--- config.mk ---
export PLATFORM = sky130hd
export DESIGN_NAME = riscvio2i_rob_ctrl_flat
export DESIGN_NICKNAME = d
export VERILOG_FILES = /design/src/rtl/riscvio2i_rob_ctrl_pkg.sv /design/src/rtl/riscvio2i_rob_ctrl_if.sv /design/src/rtl/riscvio2i_rob_lookup.sv /design/src/rtl/riscvio2i_rob_ctrl.sv /design/src/flat_wrapper.sv
export SDC_FILE = /design/constraint.sdc
export NUM_CORES = 1
export LEC_CHECK = 0
export ABC_AREA = 1
export BUFFER_PORTS_ARGS = -buffer_cell sky130_fd_sc_hd__buf_4
export CAP_MARGIN = 20
export CORE_MARGIN = 5
export CORE_UTILIZATION = 30
export DETAILED_ROUTE_END_ITERATION = 10
export PLACE_DENSITY = 0.51
export SKIP_CTS_REPAIR_TIMING = 1
export SLEW_MARGIN = 20
export SYNTH_ARGS = -nofsm -noshare
export SYNTH_HDL_FRONTEND = slang
export SYNTH_SLANG_ARGS = --single-unit
--- constraint.sdc ---
create_clock -name clk -period 8.9 [get_ports clk]
set_clock_uncertainty 0.2 [all_clocks]
set_input_delay 1.335 -clock clk [delete_from_list [all_inputs] [get_ports clk]]
set_output_delay 1.335 -clock clk [all_outputs]
set_load 0.05 [all_outputs]
--- src/rtl/riscvio2i_rob_ctrl_pkg.sv ---
// Shared ROB definitions: geometry, per-slot entry layout, ROB bypass select code.
// Latency: n/a (types and constants only).
// Backpressure: n/a.
package riscvio2i_rob_ctrl_pkg;

    localparam int ROB_ENTRIES = 16;
    localparam int ROB_SLOT_W  = $clog2(ROB_ENTRIES);
    localparam int REG_AW      = 5;

    // Issue-stage operand mux select that picks the ROB bypass path.
    localparam logic [2:0] BYP_SEL_ROB = 3'd5;

    typedef struct packed {
        logic              valid;
        logic              filled;
        logic              wen;
        logic [REG_AW-1:0] waddr;
    } rob_entry_t;

    // True when this entry is an in-flight writer of raddr (x0 never matches).
    function automatic logic rob_writes_reg(input rob_entry_t ent, input logic [REG_AW-1:0] raddr);
        return (raddr != '0) && ent.valid && ent.wen && (ent.waddr == raddr);
    endfunction

endpackage

--- src/rtl/riscvio2i_rob_ctrl_if.sv ---
// ROB control bundle between issue/writeback/commit datapath (master) and ROB control (slave).
// Latency: wires only.
// Backpressure: alloc_val/alloc_rdy handshake; fill and commit are unconditional strobes.
interface riscvio2i_rob_ctrl_if
    import riscvio2i_rob_ctrl_pkg::*;
#(
    parameter int SLOT_W = ROB_SLOT_W
);
    // allocation at issue
    logic              alloc_val;
    logic              alloc_rdy;
    logic              alloc_wen;
    logic [REG_AW-1:0] alloc_waddr;
    logic [SLOT_W-1:0] alloc_slot;
    // writeback fill
    logic              rob_fill_wen_Whl;
    logic [SLOT_W-1:0] rob_fill_slot_Whl;
    // in-order commit
    logic              commit_val;
    logic              rob_commit_wen_Chl;
    logic [SLOT_W-1:0] rob_commit_slot_Chl;
    logic [REG_AW-1:0] rob_commit_waddr_Chl;
    // operand lookup
    logic [REG_AW-1:0] op0_raddr;
    logic [REG_AW-1:0] op1_raddr;
    logic              op0_rob_hit;
    logic              op1_rob_hit;
    logic              op0_rob_rdy;
    logic              op1_rob_rdy;
    logic [SLOT_W-1:0] op0_rob_slot;
    logic [SLOT_W-1:0] op1_rob_slot;
    // status
    logic              rob_empty;
    logic              rob_full;

    modport master (
        output alloc_val, alloc_wen, alloc_waddr, rob_fill_wen_Whl, rob_fill_slot_Whl,
               op0_raddr, op1_raddr,
        input  alloc_rdy, alloc_slot, commit_val, rob_commit_wen_Chl, rob_commit_slot_Chl,
               rob_commit_waddr_Chl, op0_rob_hit, op1_rob_hit, op0_rob_rdy, op1_rob_rdy,
               op0_rob_slot, op1_rob_slot, rob_empty, rob_full
    );

    modport slave (
        input  alloc_val, alloc_wen, alloc_waddr, rob_fill_wen_Whl, rob_fill_slot_Whl,
               op0_raddr, op1_raddr,
        output alloc_rdy, alloc_slot, commit_val, rob_commit_wen_Chl, rob_commit_slot_Chl,
               rob_commit_waddr_Chl, op0_rob_hit, op1_rob_hit, op0_rob_rdy, op1_rob_rdy,
               op0_rob_slot, op1_rob_slot, rob_empty, rob_full
    );

endinterface

--- src/rtl/riscvio2i_rob_lookup.sv ---
// Youngest in-flight writer search for one source operand across all ROB slots.
// Latency: combinational.
// Backpressure: none; caller stalls issue on hit && !rdy.
// Ports: i_ent (all slots), i_head (oldest slot), i_raddr -> o_hit, o_rdy, o_slot.
module riscvio2i_rob_lookup
    import riscvio2i_rob_ctrl_pkg::*;
#(
    parameter int ENTRIES = ROB_ENTRIES,
    parameter int SLOT_W  = ROB_SLOT_W
) (
    input  rob_entry_t [ENTRIES-1:0] i_ent,
    input  logic [SLOT_W-1:0]        i_head,
    input  logic [REG_AW-1:0]        i_raddr,
    output logic                     o_hit,
    output logic                     o_rdy,
    output logic [SLOT_W-1:0]        o_slot
);

    // Walk oldest to youngest starting at head; every later match overrides, so the
    // youngest writer wins. Only occupied slots are valid, so the tail need not be known.
    always_comb begin
        o_hit  = 1'b0;
        o_rdy  = 1'b0;
        o_slot = '0;
        for (int k = 0; k < ENTRIES; k++) begin
            logic [SLOT_W-1:0] w_idx;
            w_idx = i_head + SLOT_W'(k);
            if (rob_writes_reg(i_ent[w_idx], i_raddr)) begin
                o_hit  = 1'b1;
                o_rdy  = i_ent[w_idx].filled;
                o_slot = w_idx;
            end
        end
    end

endmodule

--- src/rtl/riscvio2i_rob_ctrl.sv ---
// Reorder-buffer control: allocate at issue, mark filled at writeback, commit in order, bypass lookup.
// Latency: alloc/fill take effect at the edge; commit is combinational from registered state (fill N -> commit N+1).
// Backpressure: alloc_rdy = !rob_full; a same-cycle commit does not free a slot for that cycle's allocation.
// Ports: clk, reset (sync, active-high), rob (slave side of riscvio2i_rob_ctrl_if).
module riscvio2i_rob_ctrl
    import riscvio2i_rob_ctrl_pkg::*;
#(
    parameter int ENTRIES = ROB_ENTRIES,
    parameter int SLOT_W  = ROB_SLOT_W
) (
    input  logic                  clk,
    input  logic                  reset,
    riscvio2i_rob_ctrl_if.slave   rob
);

    rob_entry_t [ENTRIES-1:0] r_ent;
    logic [SLOT_W:0]          r_head;   // extra MSB is the wrap bit
    logic [SLOT_W:0]          r_tail;

    logic [SLOT_W:0]          w_count;
    logic                     w_full;
    logic                     w_alloc_fire;
    logic                     w_commit;
    logic [SLOT_W-1:0]        w_head_slot;
    logic [SLOT_W-1:0]        w_tail_slot;
    rob_entry_t               w_head_ent;

    assign w_count      = r_tail - r_head;
    assign w_full       = (w_count == (SLOT_W+1)'(ENTRIES));
    assign w_head_slot  = r_head[SLOT_W-1:0];
    assign w_tail_slot  = r_tail[SLOT_W-1:0];
    assign w_head_ent   = r_ent[w_head_slot];
    assign w_alloc_fire = rob.alloc_val && !w_full;
    assign w_commit     = w_head_ent.valid && w_head_ent.filled;

    assign rob.alloc_rdy            = !w_full;
    assign rob.alloc_slot           = w_tail_slot;
    assign rob.rob_empty            = (w_count == '0);
    assign rob.rob_full             = w_full;
    assign rob.commit_val           = w_commit;
    assign rob.rob_commit_wen_Chl   = w_commit && w_head_ent.wen && (w_head_ent.waddr != '0);
    assign rob.rob_commit_slot_Chl  = w_head_slot;
    assign rob.rob_commit_waddr_Chl = w_head_ent.waddr;

    // Fill, commit and alloc always touch distinct slots when legal; commit is written
    // after fill so a retiring slot is cleared even if writeback strobes it again.
    always_ff @(posedge clk) begin
        if (reset) begin
            r_ent  <= '0;
            r_head <= '0;
            r_tail <= '0;
        end else begin
            if (rob.rob_fill_wen_Whl && r_ent[rob.rob_fill_slot_Whl].valid) begin
                r_ent[rob.rob_fill_slot_Whl].filled <= 1'b1;
            end
            if (w_commit) begin
                r_ent[w_head_slot].valid  <= 1'b0;
                r_ent[w_head_slot].filled <= 1'b0;
                r_head                    <= r_head + 1'b1;
            end
            if (w_alloc_fire) begin
                r_ent[w_tail_slot] <= '{valid: 1'b1, filled: 1'b0,
                                        wen: rob.alloc_wen, waddr: rob.alloc_waddr};
                r_tail             <= r_tail + 1'b1;
            end
        end
    end

    riscvio2i_rob_lookup #(.ENTRIES(ENTRIES), .SLOT_W(SLOT_W)) u_lookup_op0 (
        .i_ent   (r_ent),
        .i_head  (w_head_slot),
        .i_raddr (rob.op0_raddr),
        .o_hit   (rob.op0_rob_hit),
        .o_rdy   (rob.op0_rob_rdy),
        .o_slot  (rob.op0_rob_slot)
    );

    riscvio2i_rob_lookup #(.ENTRIES(ENTRIES), .SLOT_W(SLOT_W)) u_lookup_op1 (
        .i_ent   (r_ent),
        .i_head  (w_head_slot),
        .i_raddr (rob.op1_raddr),
        .o_hit   (rob.op1_rob_hit),
        .o_rdy   (rob.op1_rob_rdy),
        .o_slot  (rob.op1_rob_slot)
    );

endmodule

--- src/flat_wrapper.sv ---
// flat-port wrapper written by rule: the top's interface ports become plain ports
module riscvio2i_rob_ctrl_flat import riscvio2i_rob_ctrl_pkg::*;
#(
    parameter int ENTRIES = ROB_ENTRIES,
    parameter int SLOT_W  = ROB_SLOT_W
)
  (clk, reset, rob_alloc_val, rob_alloc_wen, rob_alloc_waddr, rob_rob_fill_wen_Whl, rob_rob_fill_slot_Whl, rob_op0_raddr, rob_op1_raddr, rob_alloc_rdy, rob_alloc_slot, rob_commit_val, rob_rob_commit_wen_Chl, rob_rob_commit_slot_Chl, rob_rob_commit_waddr_Chl, rob_op0_rob_hit, rob_op1_rob_hit, rob_op0_rob_rdy, rob_op1_rob_rdy, rob_op0_rob_slot, rob_op1_rob_slot, rob_rob_empty, rob_rob_full);
  riscvio2i_rob_ctrl_if #(.SLOT_W(SLOT_W)) rob_i ();
  input  logic clk;
  input  logic reset;
  input wire logic [$bits(rob_i.alloc_val)-1:0] rob_alloc_val;
  input wire logic [$bits(rob_i.alloc_wen)-1:0] rob_alloc_wen;
  input wire logic [$bits(rob_i.alloc_waddr)-1:0] rob_alloc_waddr;
  input wire logic [$bits(rob_i.rob_fill_wen_Whl)-1:0] rob_rob_fill_wen_Whl;
  input wire logic [$bits(rob_i.rob_fill_slot_Whl)-1:0] rob_rob_fill_slot_Whl;
  input wire logic [$bits(rob_i.op0_raddr)-1:0] rob_op0_raddr;
  input wire logic [$bits(rob_i.op1_raddr)-1:0] rob_op1_raddr;
  output wire logic [$bits(rob_i.alloc_rdy)-1:0] rob_alloc_rdy;
  output wire logic [$bits(rob_i.alloc_slot)-1:0] rob_alloc_slot;
  output wire logic [$bits(rob_i.commit_val)-1:0] rob_commit_val;
  output wire logic [$bits(rob_i.rob_commit_wen_Chl)-1:0] rob_rob_commit_wen_Chl;
  output wire logic [$bits(rob_i.rob_commit_slot_Chl)-1:0] rob_rob_commit_slot_Chl;
  output wire logic [$bits(rob_i.rob_commit_waddr_Chl)-1:0] rob_rob_commit_waddr_Chl;
  output wire logic [$bits(rob_i.op0_rob_hit)-1:0] rob_op0_rob_hit;
  output wire logic [$bits(rob_i.op1_rob_hit)-1:0] rob_op1_rob_hit;
  output wire logic [$bits(rob_i.op0_rob_rdy)-1:0] rob_op0_rob_rdy;
  output wire logic [$bits(rob_i.op1_rob_rdy)-1:0] rob_op1_rob_rdy;
  output wire logic [$bits(rob_i.op0_rob_slot)-1:0] rob_op0_rob_slot;
  output wire logic [$bits(rob_i.op1_rob_slot)-1:0] rob_op1_rob_slot;
  output wire logic [$bits(rob_i.rob_empty)-1:0] rob_rob_empty;
  output wire logic [$bits(rob_i.rob_full)-1:0] rob_rob_full;
  assign rob_i.alloc_val = rob_alloc_val;
  assign rob_i.alloc_wen = rob_alloc_wen;
  assign rob_i.alloc_waddr = rob_alloc_waddr;
  assign rob_i.rob_fill_wen_Whl = rob_rob_fill_wen_Whl;
  assign rob_i.rob_fill_slot_Whl = rob_rob_fill_slot_Whl;
  assign rob_i.op0_raddr = rob_op0_raddr;
  assign rob_i.op1_raddr = rob_op1_raddr;
  assign rob_alloc_rdy = rob_i.alloc_rdy;
  assign rob_alloc_slot = rob_i.alloc_slot;
  assign rob_commit_val = rob_i.commit_val;
  assign rob_rob_commit_wen_Chl = rob_i.rob_commit_wen_Chl;
  assign rob_rob_commit_slot_Chl = rob_i.rob_commit_slot_Chl;
  assign rob_rob_commit_waddr_Chl = rob_i.rob_commit_waddr_Chl;
  assign rob_op0_rob_hit = rob_i.op0_rob_hit;
  assign rob_op1_rob_hit = rob_i.op1_rob_hit;
  assign rob_op0_rob_rdy = rob_i.op0_rob_rdy;
  assign rob_op1_rob_rdy = rob_i.op1_rob_rdy;
  assign rob_op0_rob_slot = rob_i.op0_rob_slot;
  assign rob_op1_rob_slot = rob_i.op1_rob_slot;
  assign rob_rob_empty = rob_i.rob_empty;
  assign rob_rob_full = rob_i.rob_full;
  riscvio2i_rob_ctrl #(.ENTRIES(ENTRIES), .SLOT_W(SLOT_W)) u_core (.clk(clk), .reset(reset), .rob(rob_i));
endmodule
[After elaboration in Yosys (flattened, before gate mapping)]
Index checks and enable logic that the tools add are counted.
Storage, ports and cells
  flip-flop bits (word level): 138
  input port bits: 24
  output and inout port bits: 30
Operators by class
  $add $sub $neg: 18
  $lt $le $gt $ge: 21
  equality and inequality tests: 33
  multiplexer cells: 147
  reductions and logical operators: 109
Operators with widths (number)
  $mux 128: 5
  $bmux 8 s4: 17
  $bwmux 128: 4
  $eq 5x5->1: 32
  $mux 8: 19
  $demux 8 s4: 4
  $mux 4: 32
  $logic_and 1x1->1: 104
  $lt 4x5->1 const B: 18
  $mux 1: 64
  $add 4x4->4 const B: 8
  $add 4x3->4 const B: 4
  $reduce_bool 5->1: 3
  $mux 7: 2
  $ge 4x1->1 const B: 3
  $add 5x1->5 const B: 2
  $add 4x2->4 const B: 2
  $eq 5x5->1 const B: 1
  $logic_not 5->1: 1
  $sub 5x5->5: 1
  $add 4x1->4 const B: 1
  $logic_not 1->1: 1

[Depth between registers and ports, before layout]
Gate-level depths: netlist of run 1.
  word-level depth: 21
  mapped depth: 38

[Hierarchy]
From an unflattened synthesis of run 1, not the netlist that was laid out.
Unflattened totals
  cells, all modules: 4819
  area total of the unflattened synthesis: 24499.7 µm²
Modules (own cells, without submodules)
  riscvio2i_rob_lookup: instances 2, cells an instance 1737, area an instance 8170.3 µm², sequential area each 0.0 µm²
  riscvio2i_rob_ctrl: instances 1, cells an instance 1345, area an instance 8159.1 µm², sequential area each 2762.6 µm²

[Least setup slack after synthesis of run 1]
No wires, ideal clock.
  path type: register -> output
  start: register u_core.r_head[0]
  end: output port rob_op1_rob_rdy
  data arrival time: 4.333 ns
  required time: 7.365 ns
  path slack: 3.032 ns
  stages on the path, launching flop included: 33
  buffers on the path: 6
  cell sequence: dfxtp_1 > buf_6 > inv_6 > buf_8 > buf_4 > buf_4 > clkbuf_1 > ha_1 > inv_2 > clkbuf_1 > nand3_1 > nand2_1 > nor2_1 > a31oi_1 > nand2_1 > o21ai_1 > or2_2 > nand3_1 > nor2_1 > nand2_1 > nand2_1 > nand2_1 > nand2_1 > nand2_1 > nand2_1 > nand2_1 > nand2_1 > nand2_1 > nand2_1 > nand2_1 > nand2_1 > nand2_1 > a21oi_1
Between the ends
  longest elaborated chain between the ends: 21
  elaborated cells between the ends (all ways): 127
  classes of those cells: add/sub (15); eq/ne (16); mux (48); reduce/logical (48)
RTL lines
  start, declared: RTL line riscvio2i_rob_ctrl.sv:17  | logic [SLOT_W:0] r_head;
  start signal, assigned: RTL line riscvio2i_rob_ctrl.sv:59  | r_head <= r_head + 1'b1;
  parallel branches: the longest is 20 deep, another holds $add 4x1->4
  $mux 1 *: RTL line riscvio2i_rob_lookup.sv:28  | if (rob_writes_reg(i_ent[w_idx], i_raddr)) begin
  end, declared: RTL line flat_wrapper.sv:27  | output wire logic [$bits(rob_i.op1_rob_rdy)-1:0] rob_op1_rob_rdy;
Every way passes the cells marked *. The select of a mux whose other input is x is not followed.

[Worst setup path after layout of run 1]
  start: register u_core.r_head[0]
  end: output port rob_op0_rob_slot[3]
Between the ends
  longest elaborated chain between the ends: 21
  elaborated cells between the ends (all ways): 127
  classes of those cells: add/sub (15); eq/ne (16); mux (48); reduce/logical (48)
RTL lines
  parallel branches: the longest is 20 deep, another holds $add 4x1->4
  $mux 4 *: RTL line riscvio2i_rob_lookup.sv:28
  end, declared: RTL line flat_wrapper.sv:28  | output wire logic [$bits(rob_i.op0_rob_slot)-1:0] rob_op0_rob_slot;
Marked as above.

==> results by group, run 1 <==
GRT
  – Global-route usage over all layers: 0.248
  – Largest net degree at the start of global routing: about 90
  – GRT overflow: 0
  – Wire length of the first global-routing pass: 112000 µm
  – Initial antenna violation count: 0
  – Vias in the first global route: 17200

Power and ir drop
  – Power per cell area: approximately 97 mW/mm²
  – Max VDD drop: roughly 0.00013 V
  – Reported leakage power: 7.61 nW

Timing
  – Hold slack: 279 ps
  – Final count of hold timing violations: 0
  – Slew Limit Fails: 0
  – Final cycle utilization of the critical path: 0.789
  – Setup WS post-layout: roughly 1900 ps
  – Transition time of the tightest slew-check pin: 1070 ps
  – Unrepaired setup endpoints after global routing: no
  – Top achievable clock speed: between 0.1 and 0.15 GHz
  – Relative slew slack: 0.287
  – Setup TNS: 0 ps
  – Final-report setup violation count: 0
  – Post-layout min period: 7020 ps

Setup path
  – FF-to-FF setup slack: 3480 ps
  – Critical path startpoint category: flip-flop
  – Family with the most delay on the worst path: simple AND/OR/NAND/NOR gates
  – Data required time at the worst endpoint: 7360 ps
  – Reg-to-reg critical path startpoint: u_core.r_head[1]
  – Max stage delay cell, worst path: buf_4
  – Largest fanout of any net on the critical path: 81
  – FF-to-FF End: u_core.r_ent[58]
  – Largest stage delay on the critical path: between 800 and 900 ps
  – Most common cell on crit path: nand2_1
  – CP Capture Type: output pin
  – Count of cells along the worst register-to-register path: 17
  – Arrival @ worst endpoint: about 5500 ps
  – Kind of critical path: reg -> out
  – Buffer and inverter count on the worst path: 3

Die
  – Floorplan die area: 0.0584 mm²
  – Core region area: 0.0529 mm²
  – Standard-cell rows: 84
  – Die width: 242 µm
  – Number of primary I/O pins: 54
  – Height of the die: 242 µm
  – Initial Util: 0.304

Clock tree
  – Clock slew at the register clock pins of the worst setup and hold paths: 60 ps
  – TritonCTS buffer count: 17
  – Clock tree from TritonCTS: built
  – Library cell used as clock root buffer: clkbuf_16
  – Clk sink count: 138
  – Bufs on Longest Clock Path: 2
  – Clock latency on the worst-skew pair: 430 ps
  – H-Tree Level Count: 4

Cells and area
  – FF+latch area: 0.00277 mm²
  – Share of layout cells above drive strength 1: 0.0649
  – Most common cell after layout, fill and taps aside: nand2_1
  – Post-route insts no fill: 3539
  – Total Nets Final: 2884
  – Fill cell count: 6065
  – Area of the multi-input gates: 0.0117 mm²
  – Number of diodes: 0
  – Area of all placed cells without fillers: 0.0172 mm²
  – Most used cells in the layout excluding fill and tap cells: nand2_1 (884), nand3_1 (573), nor2_1 (313)
  – Area overhead of the layout relative to synthesis: 7.15%

Place
  – Placed Instance Area: 0.0166 mm²
  – Placer's final routability congestion estimate: 1.01
  – Place WS: about 2500 ps
  – IO Port Bufs: 53
  – DP Cell Count: 3507
  – Post-DP HPWL: 58800 µm

Logic synthesis
  – Most instantiated flip-flop cell in the synthesis netlist: dfxtp_1
  – Register bit total from synthesis: about 140
  – Share of synthesized area occupied by flip-flops and latches: 0.172
  – Avg Synthesized Cell Area: 5.52 µm²
  – Number of instances in the synthesized netlist: 2915
  – Async set-or-reset flop fraction in the synthesized netlist: 0
  – Yosys warning total: 0
  – Post-synth EDFFs: 0
  – Mapped Nets: 2961
  – Synthesized cell area: 0.0161 mm²
  – Count of different cell masters after synthesis: 62

Route
  – Routed vias: 19500
  – Routed wire length: between 70000 and 80000 µm
  – Count of TritonRoute iterations in the first routing pass: 8
  – Routed wirelength normalized by instance count: 21.6 µm
  – Post-DRT Antenna Nets: 0
  – DRC errors left: 0
  – Number of DRC markers after the initial detailed-route iteration: 2379
  – Routed vias/inst: roughly 5.5

Worst hold path
  – Worst min path class: reg -> reg
  – Depth of the worst hold-timing path: 1
  – Hold worst-path end: u_core.r_head[4]
  – Start point of the worst min-delay path: u_core.r_head[4]

Job
  – Count of maximum capacitance violations: 0

Outcome
  – Result of the run: complete, no violations
[per-stage QoR]
step                 util  power [mW]
finish              0.326        1.67
global route        0.326        1.73
CTS                 0.326        1.67
detailed placement  0.314       0.916
global placement    0.314       0.917
floorplan               -       0.829
[area by class of cell]
| cell class | count | share of cell area |
|---|---|---|
| clock buffer | 20 | 0.0265 |
| multi-input combinational | 2422 | 0.679 |
| tap | 688 | 0.0499 |
| clock inverter | 12 | 0.00994 |
| timing repair buffer | 78 | 0.0340 |
| sequential | 138 | 0.161 |
| inverter | 181 | 0.0398 |
[how the worst max path moves through the flow]
stage / startpoint / endpoint / slack [ps] / cells after the start
finish: u_core.r_head[0] / rob_op0_rob_slot[3] / 1880 / 28
global route: u_core.r_head[0] / rob_op0_rob_slot[3] / 1430 / 28
CTS: u_core.r_head[0] / rob_op0_rob_slot[3] / 2040 / 28
detailed placement: u_core.r_head[0] / rob_op0_rob_slot[3] / 2510 / 28
global placement: u_core.r_head[2] / rob_op0_rob_slot[3] / 2480 / 31
floorplan: u_core.r_head[0] / rob_op1_rob_rdy / 3030 / 32
[routing by layer]
| metal | track usage | up-vias | share of wire |
|---|---|---|---|
| li1 | - | 9480 | - |
| met1 | 0.358 | 8975 | 0.45 |
| met2 | 0.358 | 974 | 0.40 |
| met3 | 0.0731 | 112 | 0.12 |
| met4 | 0.0692 | 0 | 0.029 |
| met5 | 0 | - | 0 |
[report_power, final]
group | internal, mW | switching [mW]
sequential | 0.629 | 0.0161
clock | 0.482 | 0.279
combinational | 0.0729 | 0.191
[worst reg2reg max path, stage by stage (launching register included)]
cell	delay (ps)
dfxtp_2	320
inv_2	320
buf_4	650
ha_1	400
a21oi_1	220
o21bai_1	130
a21o_1	180
xnor2_1	200
nor2_1	90
inv_1	80
nand2_1	100
clkinv_1	60
buf_4	370
nand2_1	280
nor3_2	840
inv_1	530
o21ai_0	300
a21oi_1	60
[state kept, by name, indices dropped and copies added, names as in the netlist]
name and flops:
u_core.r_ent 128, u_core.r_head 5, u_core.r_tail 5
[logic make-up after synthesis]
logic type | share of synthesized area
AOI/OAI and AO/OA | 0.137
DFF | 0.172
and+or+nand+nor | 0.503
muxes | 0.00249
buffers and inverters | 0.102
adders and majority gates | 0.0171
xor gates and xnor gates | 0.0659
[Yosys cell counts, types with 2 or more instances]
master,instances,area share
nand2_1,884,0.21
nand3_1,573,0.18
nor2_1,313,0.073
o21ai_0,177,0.055
inv_1,153,0.036
dfxtp_1,138,0.17
xor2_1,114,0.062
a21oi_1,113,0.035
clkbuf_1,63,0.015
buf_2,55,0.017
a31oi_1,51,0.020
ha_1,22,0.017
o21ai_1,22,0.0068
nor4_1,21,0.0082
buf_4,19,0.0089
inv_2,18,0.0042
nand4_1,18,0.0070
buf_1,17,0.0040
buf_6,17,0.012
nor3_1,13,0.0040
a22oi_1,12,0.0056
nand3_2,9,0.0056
clkinv_1,8,0.0019
nand2_2,8,0.0031
nor2_2,6,0.0023
nor3b_1,5,0.0023
o22ai_1,5,0.0019
or2_2,5,0.0019
mux2i_1,4,0.0025
o21a_1,4,0.0019
a211oi_1,3,0.0014
o211ai_1,3,0.0014
or2_1,3,0.0012
a21oi_2,2,0.0011
and2_1,2,0.00078
buf_8,2,0.0019
nand3b_1,2,0.00093
nor2_4,2,0.0014
nor3_2,2,0.0012
o211ai_2,2,0.0016
o21ai_2,2,0.0011
o221ai_1,2,0.0011
xnor2_1,2,0.0011
No activity file was read; power rests on OpenSTA's default activity.
==> run 2: changes to the inputs <==
Clock period 8.9 ns to 7.25 ns, I/O delays scaled along.
==> results by group, run 2 (same netlist as run 1, synthesis figures left out) <==
GRT
  – Wire length of the first global-routing pass: 114000 µm (+1.5%)
  – Largest net degree at the start of global routing: 140 (+52%)
  – GRT overflow: 0 (unchanged)
  – Initial antenna violation count: 0 (unchanged)
  – Vias in the first global route: 17100 (-0.52%)
  – Global-route usage over all layers: 0.250 (+0.00198)

Setup path
  – Count of cells along the worst register-to-register path: 17 (unchanged)
  – Largest stage delay on the critical path: 670 ps (-140 ps)
  – Critical path startpoint category: flip-flop
  – Max stage delay cell, worst path: a31oi_1
  – FF-to-FF End: u_core.r_tail[4]
  – Kind of critical path: reg -> out
  – Most common cell on crit path: nand2_1
  – Arrival @ worst endpoint: 4990 ps (-500 ps)
  – CP Capture Type: output pin
  – Cells traversed along the worst timing path: inv_2 > ha_2 > inv_2 > nand3_1 > nand2_1 > nor2_1 > a31oi_1 > nand2_1 > nand2_1 > xor2_1 > nand2_1 > nor2_1 > nand2_1 > inv_1 > a21oi_1 > o21ai_1 > nor2_1 > o21ai_1 > nand2_1 > nand2_1 > nand3_1 > a21boi_1 > buf_4
  – Reg-to-reg critical path startpoint: u_core.r_head[1]
  – Largest fanout of any net on the critical path: 45 (-44%)
  – FF-to-FF setup slack: 2330 ps (-1150 ps)
  – Data required time at the worst endpoint: 5960 ps (-1400 ps)

Power and ir drop
  – Reported leakage power: 7.69 nW (+0.98%)
  – Overall power consumption: 2.08 mW (+25%)
  – Max VDD drop: 0.000102 V (-19%)
  – Power per cell area: 120 mW/mm² (+24%)

Timing
  – Setup WS post-layout: 968 ps (-912 ps)
  – Slew Limit Fails: 0 (unchanged)
  – Transition time of the tightest slew-check pin: 929 ps (-140 ps)
  – Setup TNS: 0 ps (unchanged)
  – Final-report setup violation count: 0 (unchanged)
  – Relative slew slack: 0.381 (+0.0940)
  – Top achievable clock speed: around 0.16 GHz
  – Unrepaired setup endpoints after global routing: no
  – Final cycle utilization of the critical path: 0.866
  – Post-layout min period: about 6300 ps
  – Final count of hold timing violations: 0 (unchanged)

Worst hold path
  – Worst min path class: reg -> reg
  – Hold worst-path end: u_core.r_ent[126]
  – Depth of the worst hold-timing path: 2 (+1)
  – Start point of the worst min-delay path: u_core.r_ent[126]

Cells and area
  – Most used cells in the layout excluding fill and tap cells: nand2_1 (884), nand3_1 (573), nor2_1 (313)
  – Area overhead of the layout relative to synthesis: 8.07%
  – Most common cell after layout, fill and taps aside: nand2_1
  – Leading registers by flop count: u_core.r_ent x128, u_core.r_head x5, u_core.r_tail x5
  – Total Nets Final: 2895 (+0.38%)
  – Final standard cell utilization of the core: 0.329 (+0.00279)
  – Biggest register: u_core.r_ent
  – Share of layout cells above drive strength 1: 0.0688 (+0.00394)
  – Number of flip-flops under the largest register name: 128 (unchanged)
  – Number of diodes: 0 (unchanged)

Die
  – Standard-cell rows: 84 (unchanged)
  – Die width: 242 µm (unchanged)
  – Initial Util: 0.304 (unchanged)
  – Floorplan die area: 0.0584 mm² (unchanged)
  – Height of the die: 242 µm (unchanged)
  – Core region area: 0.0529 mm² (unchanged)
  – Number of primary I/O pins: 54 (unchanged)

Place
  – Post-DP HPWL: 59300 µm (+0.86%)
  – Placer's final routability congestion estimate: 1.09 (+7.4%)
  – IO Port Bufs: 53 (unchanged)
  – Place WS: 1600 ps (-910 ps)

Job
  – Count of maximum capacitance violations: 0 (unchanged)

Route
  – Number of DRC markers after the initial detailed-route iteration: 3026 (+27%)
  – Routed wire length: 76800 µm (+0.22%)
  – Routed vias/inst: 5.55 (+0.54%)
  – Routed wirelength normalized by instance count: 21.6 µm (about the same)
  – DRC errors left: 0 (unchanged)
  – Routed vias: 19700 (+0.85%)
  – Top Layer Used: met4
  – Routed met3 length: 7150 µm (-21%)
  – Post-DRT Antenna Nets: 0 (unchanged)
  – Routed length on met1: 35600 µm (+3.5%)
  – Metal2 WL: 32300 µm (+4.4%)
  – Count of TritonRoute iterations in the first routing pass: 6 (-2)

Clock tree
  – Bufs on Longest Clock Path: 2 (unchanged)
  – Library cell used as clock root buffer: clkbuf_16
  – TritonCTS buffer count: 17 (unchanged)
  – H-Tree Level Count: 4 (unchanged)
  – Clock latency on the worst-skew pair: 440 ps (about the same)
  – Clock tree from TritonCTS: built
  – Clock slew at the register clock pins of the worst setup and hold paths: 70 ps (about the same)
  – Clk sink count: 138 (unchanged)

Outcome
  – Result of the run: complete, no violations
==> run 2: cell count changes in the layout (fill, tap and decap cells not counted), sizes merged <==
cell	before	now
clkbuf	20	19
clkinvlp	3	4
clkinv	12	10
inv	174	176
buf	78	89
==> run 2: per-layer routing <==
metal  vias up  GRT usage
li1       9506          -
met3        87     0.0386
met1      9123      0.378
met2       992      0.372
met5         -          0
met4         0     0.0586
==> run 2: cell type report <==
type                    instances  area [µm²]
clock buffers                  19         453
clock inverters                13         190
fillers                      6035       35500
inverters                     181         687
multi-input cells            2422       11700
flip-flops and latches        138        2770
well taps                     688         861
repair buffers                 89         718
==> run 2: worst max-delay path by stage <==
stage,endpoint,cells after the start,startpoint
finish,rob_op1_rob_slot[0],23,u_core.r_head[1]
CTS,rob_op1_rob_slot[3],31,u_core.r_head[1]
global placement,rob_op0_rob_slot[3],28,u_core.r_head[1]
floorplan,rob_op1_rob_rdy,32,u_core.r_head[0]
detailed placement,rob_op0_rob_slot[3],28,u_core.r_head[1]
global route,rob_op0_rob_slot[2],30,u_core.r_head[2]
==> run 2: stage by stage <==
step / instance area (µm²) / instances / hold WS, ps
final: 17400 / 3550 / 272
after detailed placement: 16700 / 3518 / 268
after floorplan: 16100 / 2915 / 242
after global placement: 16700 / 3518 / 267
after global routing: 17400 / 3550 / 309
after CTS: 17400 / 3550 / 276
==> run 2: report_power, final <==
part | internal, mW | switching [mW] | total (mW)
Combinational | 0.0898 | 0.236 | 0.326
Clock | 0.596 | 0.373 | 0.969
Sequential | 0.772 | 0.0179 | 0.790
==> run 2: worst max-delay path: cells and delay by family (launching register included) <==
| family | cells | cell delay, ps |
|---|---|---|
| compound gates | 5 | 1090 |
| xor+xnor | 1 | 160 |
| fa+ha+maj | 1 | 360 |
| buf+inv | 4 | 1290 |
| flops | 1 | 320 |
| simple gates | 12 | 1260 |
